### config.mk
export PLATFORM = sky130hd
export DESIGN_NAME = sys_mem
export DESIGN_NICKNAME = d
export VERILOG_FILES = /design/src/rtl/sys_mem.sv
export SDC_FILE = /design/constraint.sdc
export NUM_CORES = 2
export LEC_CHECK = 0
export CAP_MARGIN = 20
export CORE_ASPECT_RATIO = 2
export CORE_MARGIN = 4
export CORE_UTILIZATION = 55
export CTS_BUF_LIST = sky130_fd_sc_hd__clkbuf_4
export CTS_CLUSTER_SIZE = 10
export DETAILED_ROUTE_END_ITERATION = 8
export GPL_ROUTABILITY_DRIVEN = 0
export PLACE_DENSITY_LB_ADDON = 0.15
export RECOVER_POWER = 50
export SLEW_MARGIN = 20
export SYNTH_ARGS = -nofsm -noshare
export SYNTH_HDL_FRONTEND = slang
export SYNTH_SLANG_ARGS = --single-unit
### constraint.sdc
create_clock -name clk -period 3.7 [get_ports clk]
set_clock_uncertainty 0.2 [all_clocks]
set_input_delay 0.555 -clock clk [delete_from_list [all_inputs] [get_ports clk]]
set_output_delay 0.555 -clock clk [all_outputs]
set_load 0.005 [all_outputs]
### src/rtl/sys_mem.sv
// sys_mem: word RAM with byte-lane writes plus four MMIO words (TX FIFO, STATUS, CYCLE, GPIO).
// Optional SYS_MEM_BUS_ERR_EN adds a sticky bus_err output for unmapped accesses.
module sys_mem #(
    parameter int M_WIDTH    = 8,
    parameter int A_WIDTH    = M_WIDTH - $clog2(M_WIDTH / 8),
    parameter int RAM_DEPTH  = 2 ** A_WIDTH - 4,
    parameter int FIFO_DEPTH = 4
) (
    input  logic                 clk,
    input  logic                 rst,
    input  logic [A_WIDTH-1:0]   addr,
    input  logic [M_WIDTH-1:0]   data_out,
    input  logic [M_WIDTH/8-1:0] wes,
    output logic [M_WIDTH-1:0]   data_in,
    output logic [7:0]           tx_data,
    output logic                 tx_valid,
    input  logic                 tx_ready,
    output logic [M_WIDTH-1:0]   gpio_out
`ifdef SYS_MEM_BUS_ERR_EN
    ,
    output logic                 bus_err
`endif
);

    localparam int NB = M_WIDTH / 8;
    localparam int PW = $clog2(FIFO_DEPTH);
    localparam int RW = (RAM_DEPTH > 1) ? $clog2(RAM_DEPTH) : 1;

    localparam logic [A_WIDTH-1:0] A_GPIO = '1;
    localparam logic [A_WIDTH-1:0] A_CYC  = A_GPIO - A_WIDTH'(1);
    localparam logic [A_WIDTH-1:0] A_STAT = A_GPIO - A_WIDTH'(2);
    localparam logic [A_WIDTH-1:0] A_TX   = A_GPIO - A_WIDTH'(3);
    localparam logic [A_WIDTH:0]   RAM_END = (A_WIDTH + 1)'(RAM_DEPTH);
    localparam logic [PW:0]        CNT_FULL = (PW + 1)'(FIFO_DEPTH);

    logic [M_WIDTH-1:0] ram [RAM_DEPTH];
    logic [RW-1:0]      ram_idx;

    logic               we;
    logic               is_ram;
    logic               hit_tx;
    logic               hit_st;
    logic               hit_cyc;
    logic               hit_gpio;

    logic [7:0]         fifo [FIFO_DEPTH];
    logic [PW-1:0]      rd_ptr;
    logic [PW-1:0]      wr_ptr;
    logic [PW:0]        cnt;
    logic               full;
    logic               empty;
    logic               pop;
    logic               push_req;
    logic               push_ok;
    logic               ovf_set;
    logic               ovf;

    logic [M_WIDTH-1:0] cycle;
    logic               berr;
    logic [3:0]         status;
    logic [M_WIDTH-1:0] rd_val;

    assign we       = |wes;
    assign ram_idx  = addr[RW-1:0];
    assign is_ram   = {1'b0, addr} < RAM_END;
    assign hit_tx   = addr == A_TX;
    assign hit_st   = addr == A_STAT;
    assign hit_cyc  = addr == A_CYC;
    assign hit_gpio = addr == A_GPIO;

    assign full     = cnt == CNT_FULL;
    assign empty    = cnt == '0;
    assign tx_valid = !empty;
    assign tx_data  = fifo[rd_ptr];
    assign pop      = tx_valid && tx_ready;
    assign push_req = we && hit_tx;
    // A simultaneous pop frees the slot, so a push into a full FIFO still lands.
    assign push_ok  = push_req && (!full || pop);
    assign ovf_set  = push_req && full && !pop;

    assign status   = {berr, ovf, empty, full};

`ifdef SYS_MEM_BUS_ERR_EN
    logic unmapped;

    assign unmapped = !is_ram && (addr < A_TX);
    assign berr     = bus_err;

    always_ff @(posedge clk or negedge rst) begin
        if (!rst) begin
            bus_err <= 1'b0;
        end else if (unmapped) begin
            bus_err <= 1'b1;
        end
    end
`else
    assign berr = 1'b0;
`endif

    always_comb begin
        rd_val = '0;
        unique case (1'b1)
            is_ram:   rd_val = ram[ram_idx];
            hit_st:   rd_val = M_WIDTH'(status);
            hit_cyc:  rd_val = cycle;
            hit_gpio: rd_val = gpio_out;
            default:  rd_val = '0;
        endcase
    end

    // RAM is deliberately not reset.
    always_ff @(posedge clk) begin
        if (we && is_ram) begin
            for (int i = 0; i < NB; i++) begin
                if (wes[i]) begin
                    ram[ram_idx][8*i +: 8] <= data_out[8*i +: 8];
                end
            end
        end
    end

    always_ff @(posedge clk or negedge rst) begin
        if (!rst) begin
            data_in <= '0;
        end else begin
            data_in <= rd_val;
        end
    end

    always_ff @(posedge clk or negedge rst) begin
        if (!rst) begin
            cycle <= '0;
        end else if (we && hit_cyc) begin
            cycle <= '0;
        end else begin
            cycle <= cycle + M_WIDTH'(1);
        end
    end

    always_ff @(posedge clk or negedge rst) begin
        if (!rst) begin
            gpio_out <= '0;
        end else if (hit_gpio) begin
            for (int i = 0; i < NB; i++) begin
                if (wes[i]) begin
                    gpio_out[8*i +: 8] <= data_out[8*i +: 8];
                end
            end
        end
    end

    always_ff @(posedge clk or negedge rst) begin
        if (!rst) begin
            ovf <= 1'b0;
        end else if (ovf_set) begin
            ovf <= 1'b1;
        end else if (we && hit_st) begin
            ovf <= 1'b0;
        end
    end

    always_ff @(posedge clk or negedge rst) begin
        if (!rst) begin
            rd_ptr <= '0;
            wr_ptr <= '0;
            cnt    <= '0;
            for (int i = 0; i < FIFO_DEPTH; i++) begin
                fifo[i] <= '0;
            end
        end else begin
            if (push_ok) begin
                fifo[wr_ptr] <= data_out[7:0];
                wr_ptr       <= wr_ptr + PW'(1);
            end
            if (pop) begin
                rd_ptr <= rd_ptr + PW'(1);
            end
            if (push_ok && !pop) begin
                cnt <= cnt + (PW + 1)'(1);
            end else if (pop && !push_ok) begin
                cnt <= cnt - (PW + 1)'(1);
            end
        end
    end

endmodule

---- Word-level counts from Yosys, hierarchy flattened ----
Memories as Yosys holds them, arrays and structs flattened.
Index checks and enable logic that the tools add are counted.
cells by class
  magnitude comparators ................... 4
  shifts and indexed selects .............. 0
  divide/modulo/power cells ............... 0
  reductions and logical operators ........ 20
  eq/ne operators ......................... 5
  add/sub/neg operators ................... 5
  mux-type cells .......................... 15
  bitwise gates (word level) .............. 2
  multipliers ............................. 0
operators by type and width
  kind                                                       count
  bitwise mux 32 bit                                         1
  equality test 8 bit (second input constant)                4
  2-to-1 mux 8 bit                                           4
  case mux 8 bit (4 select lines)                            1
  binary-select mux 8 bit (select 2 bit)                     1
  demux 8 bit (select 2 bit)                                 1
  logical AND 1 bit                                          11
  adder 8 x 1 -> 8 bit (second input constant)               1
  < comparator 8 bit (second input constant)                 1
  greater-or-equal comparator 3 bit (second input constant)  2
  2-to-1 mux 3 bit                                           2
  NOT 2 -> 3 bit                                             2
  2-to-1 mux 1 bit                                           5
  adder 2 x 1 -> 2 bit (second input constant)               2
  zero test 1 bit                                            4
  nonzero test 2 bit                                         2
  adder 3 x 1 -> 3 bit (second input constant)               1
  equality test 3 bit (second input constant)                1
  zero test 3 bit                                            1
  < comparator 3 x 1 -> 1 bit (second input constant)        1
  subtractor 3 x 1 -> 3 bit (second input constant)          1
  AND reduction 2 bit                                        1
  logical OR 1 bit                                           1
word-level totals
  bits in writable memories ............... 2,016
  output and inout port bits .............. 25
  ROM bits ................................ 0
  latch bits .............................. 0
  memories ................................ 1
  register bits after elaboration ......... 64
memories
  memory  words  bits a word  rd ports  clocked after memory_dff  write ports  line  source
  ram     252    8            1         0                         1            36    logic [M_WIDTH-1:0] ram [RAM_DEPTH];

---- Logic depth before layout (Yosys ltp) ----
  depth in word-level cells ............... 9
  depth in mapped cells ................... 14

---- Worst setup path after synthesis ----
OpenSTA, ideal clock, no wires.
  path kind ............................... input to register
  from .................................... in addr[0]
  to ...................................... mem ram[105][0], enable pin
  slack ................................... 0.557 ns
  stages .................................. 10
  required time ........................... 3.130 ns
  buffers on the path ..................... 7
  data arrival time ....................... 2.572 ns
  cell sequence ........................... buf_6 > buf_8 > buf_6 > buf_6 > buf_6 > nor2b_1 > clkbuf_1 > nand3_1 > clkbuf_1 > nor2_1
between the ends
  longest elaborated chain between the ends .. 4
RTL lines
  what                                    line  source
  start: declaration                      11    input logic [A_WIDTH-1:0] addr,
  < comparator 8 bit                      65    assign is_ram = {1'b0, addr} < RAM_END;
  logical AND 1 bit                       113   if (we && is_ram) begin
  2-to-1 mux 1 bit                        113
  2-to-1 mux 1 bit (implied by the code)  116   ram[ram_idx][8*i +: 8] <= data_out[8*i +: 8];
  end: declaration                        36
Several ways; a longest one is shown, not always the timed one.

---- Worst setup path in the final report ----
  from .................................... reg rd_ptr[0]
  to ...................................... out tx_data[5]
between the ends
  longest elaborated chain between the ends .. 4
RTL lines
  what                                                  line  source
  start: declaration                                    47    logic [PW-1:0] rd_ptr;
  start signal: assignment                              176   rd_ptr <= rd_ptr + PW'(1);
  NOT 2 -> 3 bit (implied by the code)                  74    assign tx_data = fifo[rd_ptr];
  binary-select mux 8 bit (select 2 bit)                74
  2-to-1 mux 8 bit (implied by the code) (2 in series)  74
  end: declaration                                      15    output logic [7:0] tx_data,
No other way between the ends. The select of a mux whose other input is x is not followed.

==> load_flow_metrics.sql <==
INSERT INTO impl_metrics (metric_group, metric, value, unit) VALUES
('worst_setup_path', 'cp_slowest_cell', 'dfrtp_4', ''),
('final_layout', 'fraction_of_final_layout_cells_sized_beyond_drive_strength_1', '0.358', ''),
('drt', 'wl_per_cell', '31.6', 'um'),
('worst_setup_path', 'cp_cell_sequence', 'mux4_2, clkdlybuf4s50_1', ''),
('global_routing', 'initial_antenna_violation_count', '4', ''),
('drt', 'postRouteAntennaNets', '0', ''),
('global_routing', 'grtUsageTotal', '0.280', ''),
('synth', 'yosysTopAreaCell', 'edfxtp_1', ''),
('global_routing', 'grt_first_pass_wirelength', '309000', 'um'),
('die', 'placementRows', '198', ''),
('worst_setup_path', 'worst-setup-path-type', 'flip-flop to output port', ''),
('placement', 'hpwlAfterDp', '142000', 'um'),
('sta', 'finalSetupViolations', '0', ''),
('worst_setup_path', 'critPathMaxStageDelay', '570', 'ps'),
('sta', 'worst_pin_slew', '3010', 'ps'),
('die', 'width_of_the_die', '279', 'um'),
('synth', 'yosys.area.top_type_share', '0.748', ''),
('flow_run', 'drv.max_cap_violation_count', '10', ''),
('run_status', 'failing_checks', 'max-capacitance violations, max-slew violations', ''),
('placement', 'placement.setup.worst_slack', '-662', 'ps'),
('cts', 'cts.root.buffer_cell', 'clkbuf_4', ''),
('sta', 'relSlewSlack', '-1.01', ''),
('synth', 'syn_nets', '3807', ''),
('run_status', 'outcome', 'complete, but fails checks', ''),
('synth', 'post_synth.cell_area_avg', '21.4', 'um^2'),
('final_layout', 'total_non_filler_cell_area_in_the_finished_layout', '92300', 'um^2'),
('drt', 'initialDrtViolationCount', '4342', ''),
('placement', 'placedInstanceArea', '87000', 'um^2'),
('cts', 'cts_tree', 'yes', ''),
('drt', 'detail_route.wirelength', '214000', 'um'),
('cts', 'worst_setup_hold_path_clk_slew', '70', 'ps'),
('cts', 'clkLatencyLatePin', '1220', 'ps'),
('synth', 'synthTopCellsByArea', 'edfxtp_1, mux4_2, dfrtp_1', ''),
('sta', 'fin_hold_ws', '209', 'ps'),
('sta', 'min_period_over_period', '0.954', ''),
('sta', 'fmaxAchievable', '283', 'MHz'),
('worst_setup_path', 'path_buf_inv', '1', ''),
('drt', 'drtPass1Iterations', '6', ''),
('power', 'power', '45600', 'uW'),
('final_layout', 'final_common_cell', 'edfxtp_1', ''),
('cts', 'cts.htree.levels', '5', ''),
('synth', 'synth.yosys.seq_area_share', '0.768', ''),
('sta', 'hold_viol', '0', ''),
('final_layout', 'num-fill-cells', '10100', ''),
('cts', 'ctsLongestPathBuffers', '4', ''),
('placement', 'buffer_ports.inserted', '44', ''),
('power', 'pwr_density_cell', '494', 'nW/um^2'),
('synth', 'yosysWarningCount', '0', ''),
('synth', 'async_flop_share', '0.0308', ''),
('cts', 'number_of_buffers_created_by_cts', '441', ''),
('die', 'die_area', '154000', 'um^2'),
('cts', 'clock-sinks', '2080', ''),
('final_layout', 'synthesis_to_finish_area_growth', '14.1', '%'),
('synth', 'netlist-cell-type-count', '72', ''),
('final_layout', 'final_net_count', '4569', ''),
('worst_setup_path', 'crit_path_launch_type', 'flip-flop', ''),
('drt', 'post-route-drc-count', '0', ''),
('power', 'static-leakage-power', '0.0303', 'uW'),
('die', 'floorplan.die.height', '550', 'um'),
('drt', 'num_vias', '42400', ''),
('synth', 'synth-edff-count', '2016', ''),
('die', 'boundaryPins', '45', ''),
('power', 'peak_vdd_ir', '0.000351', 'V'),
('drt', 'vias_per_cell', '6.26', ''),
('global_routing', 'gr-total-overflow', '0', ''),
('sta', 'rsz_0062_raised_after_global_routing', 'no', ''),
('sta', 'timing.final.max_slew_violations', '641', ''),
('sta', 'fin_ws', '170', 'ps'),
('global_routing', 'grt_pass1_vias', '44700', ''),
('worst_setup_path', 'timing.critical_path.max_delay_family', 'flip-flops', ''),
('cts', 'post-cts-setup-buffer-count', '0', '');
-- synthesized netlist by cell type, drive strengths merged, types with 18 or more instances --
cell type	n
a21oi	56
a221oi	25
a22o	23
a22oi	99
buf	114
clkbuf	110
dfrtp	64
edfxtp	2016
mux2	57
mux2i	57
mux4	505
nand2	95
nand3	32
nor2	282
o211ai	18
o21ai	22
o22ai	33
-- final cells by class --
class	instances	area, um^2	share of cell area
diodes	6	15.0	0.000163
clock buffers	615	4620	0.0500
clock inverters	144	798	0.00865
inverters	11	42.5	0.000461
multi-input cells	1465	17400	0.189
flip-flops and latches	2080	62100	0.673
well taps	1900	2380	0.0258
repair buffers	543	4870	0.0527
-- final timing paths --
check / slack, ps / cells past startpoint / end / from
worst max register to register: 650 / 8 / data_in[6] / ram[70][6]
min in group asynchronous: 930 / 4 / fifo[31] / rst
worst min-delay path: 210 / 5 / ram[59][0] / addr[2]
max in group asynchronous: 850 / 4 / fifo[5] / rst
worst max-delay path: 170 / 2 / tx_data[5] / rd_ptr[0]
worst min register to register: 300 / 1 / fifo[14] / fifo[14]
-- worst reg2reg max path: cells and delay by family (launching register included) --
family	cells	cell delay (ps)
AO/OA/AOI/OAI	4	1430
buffers and inverters	2	420
flip-flops	1	370
multiplexers	1	460
AND/OR/NAND/NOR	1	40
-- what timing repair did --
item                        CTS  global route
hold buffers                 12             0
setup endpoints to repair     8             0
gates resized for setup       2             0
hold endpoints to repair   1036             0
-- logic make-up after synthesis --
kind of cell             Yosys count  share of synthesized area
flip-flops                      2080                      0.768
AO/OA/AOI/OAI                    334                     0.0294
buffers and inverters            235                     0.0172
AND/OR/NAND/NOR                  493                     0.0272
XOR/XNOR                          12                    0.00130
adder cells (fa/ha/maj)            7                    0.00118
multiplexers                     619                      0.156
-- power breakdown --
part           leakage [uW]  total, uW  switching, uW  internal (uW)
sequential           0.0190      26100            172          26000
combinational       0.00812       2840           1700           1140
clock               0.00322      16600           8500           8110
-- layer usage --
metal  vias to the layer above  track usage  share of wire
li1                      17700            -              -
met3                       443       0.0499          0.073
met2                      2026        0.495           0.53
met4                         2        0.131          0.053
met5                         -            0       0.000042
met1                     22200        0.337           0.34
-- flip-flops by register name (all words and copies together), names as in the netlist --
signal	count
ram	2016
fifo	32
cycle	8
data_in	8
gpio_out	8
cnt	3
rd_ptr	2
wr_ptr	2
ovf	1
-- stage by stage --
step | instances | utilization
2_1_floorplan | 3780 | -
3_3_place_gp | 5985 | 0.596
3_5_place_dp | 5985 | 0.596
4_1_cts | 6756 | 0.634
5_1_grt | 6760 | 0.632
6_report | 6764 | 0.633
(Power assumes the default switching activity.)
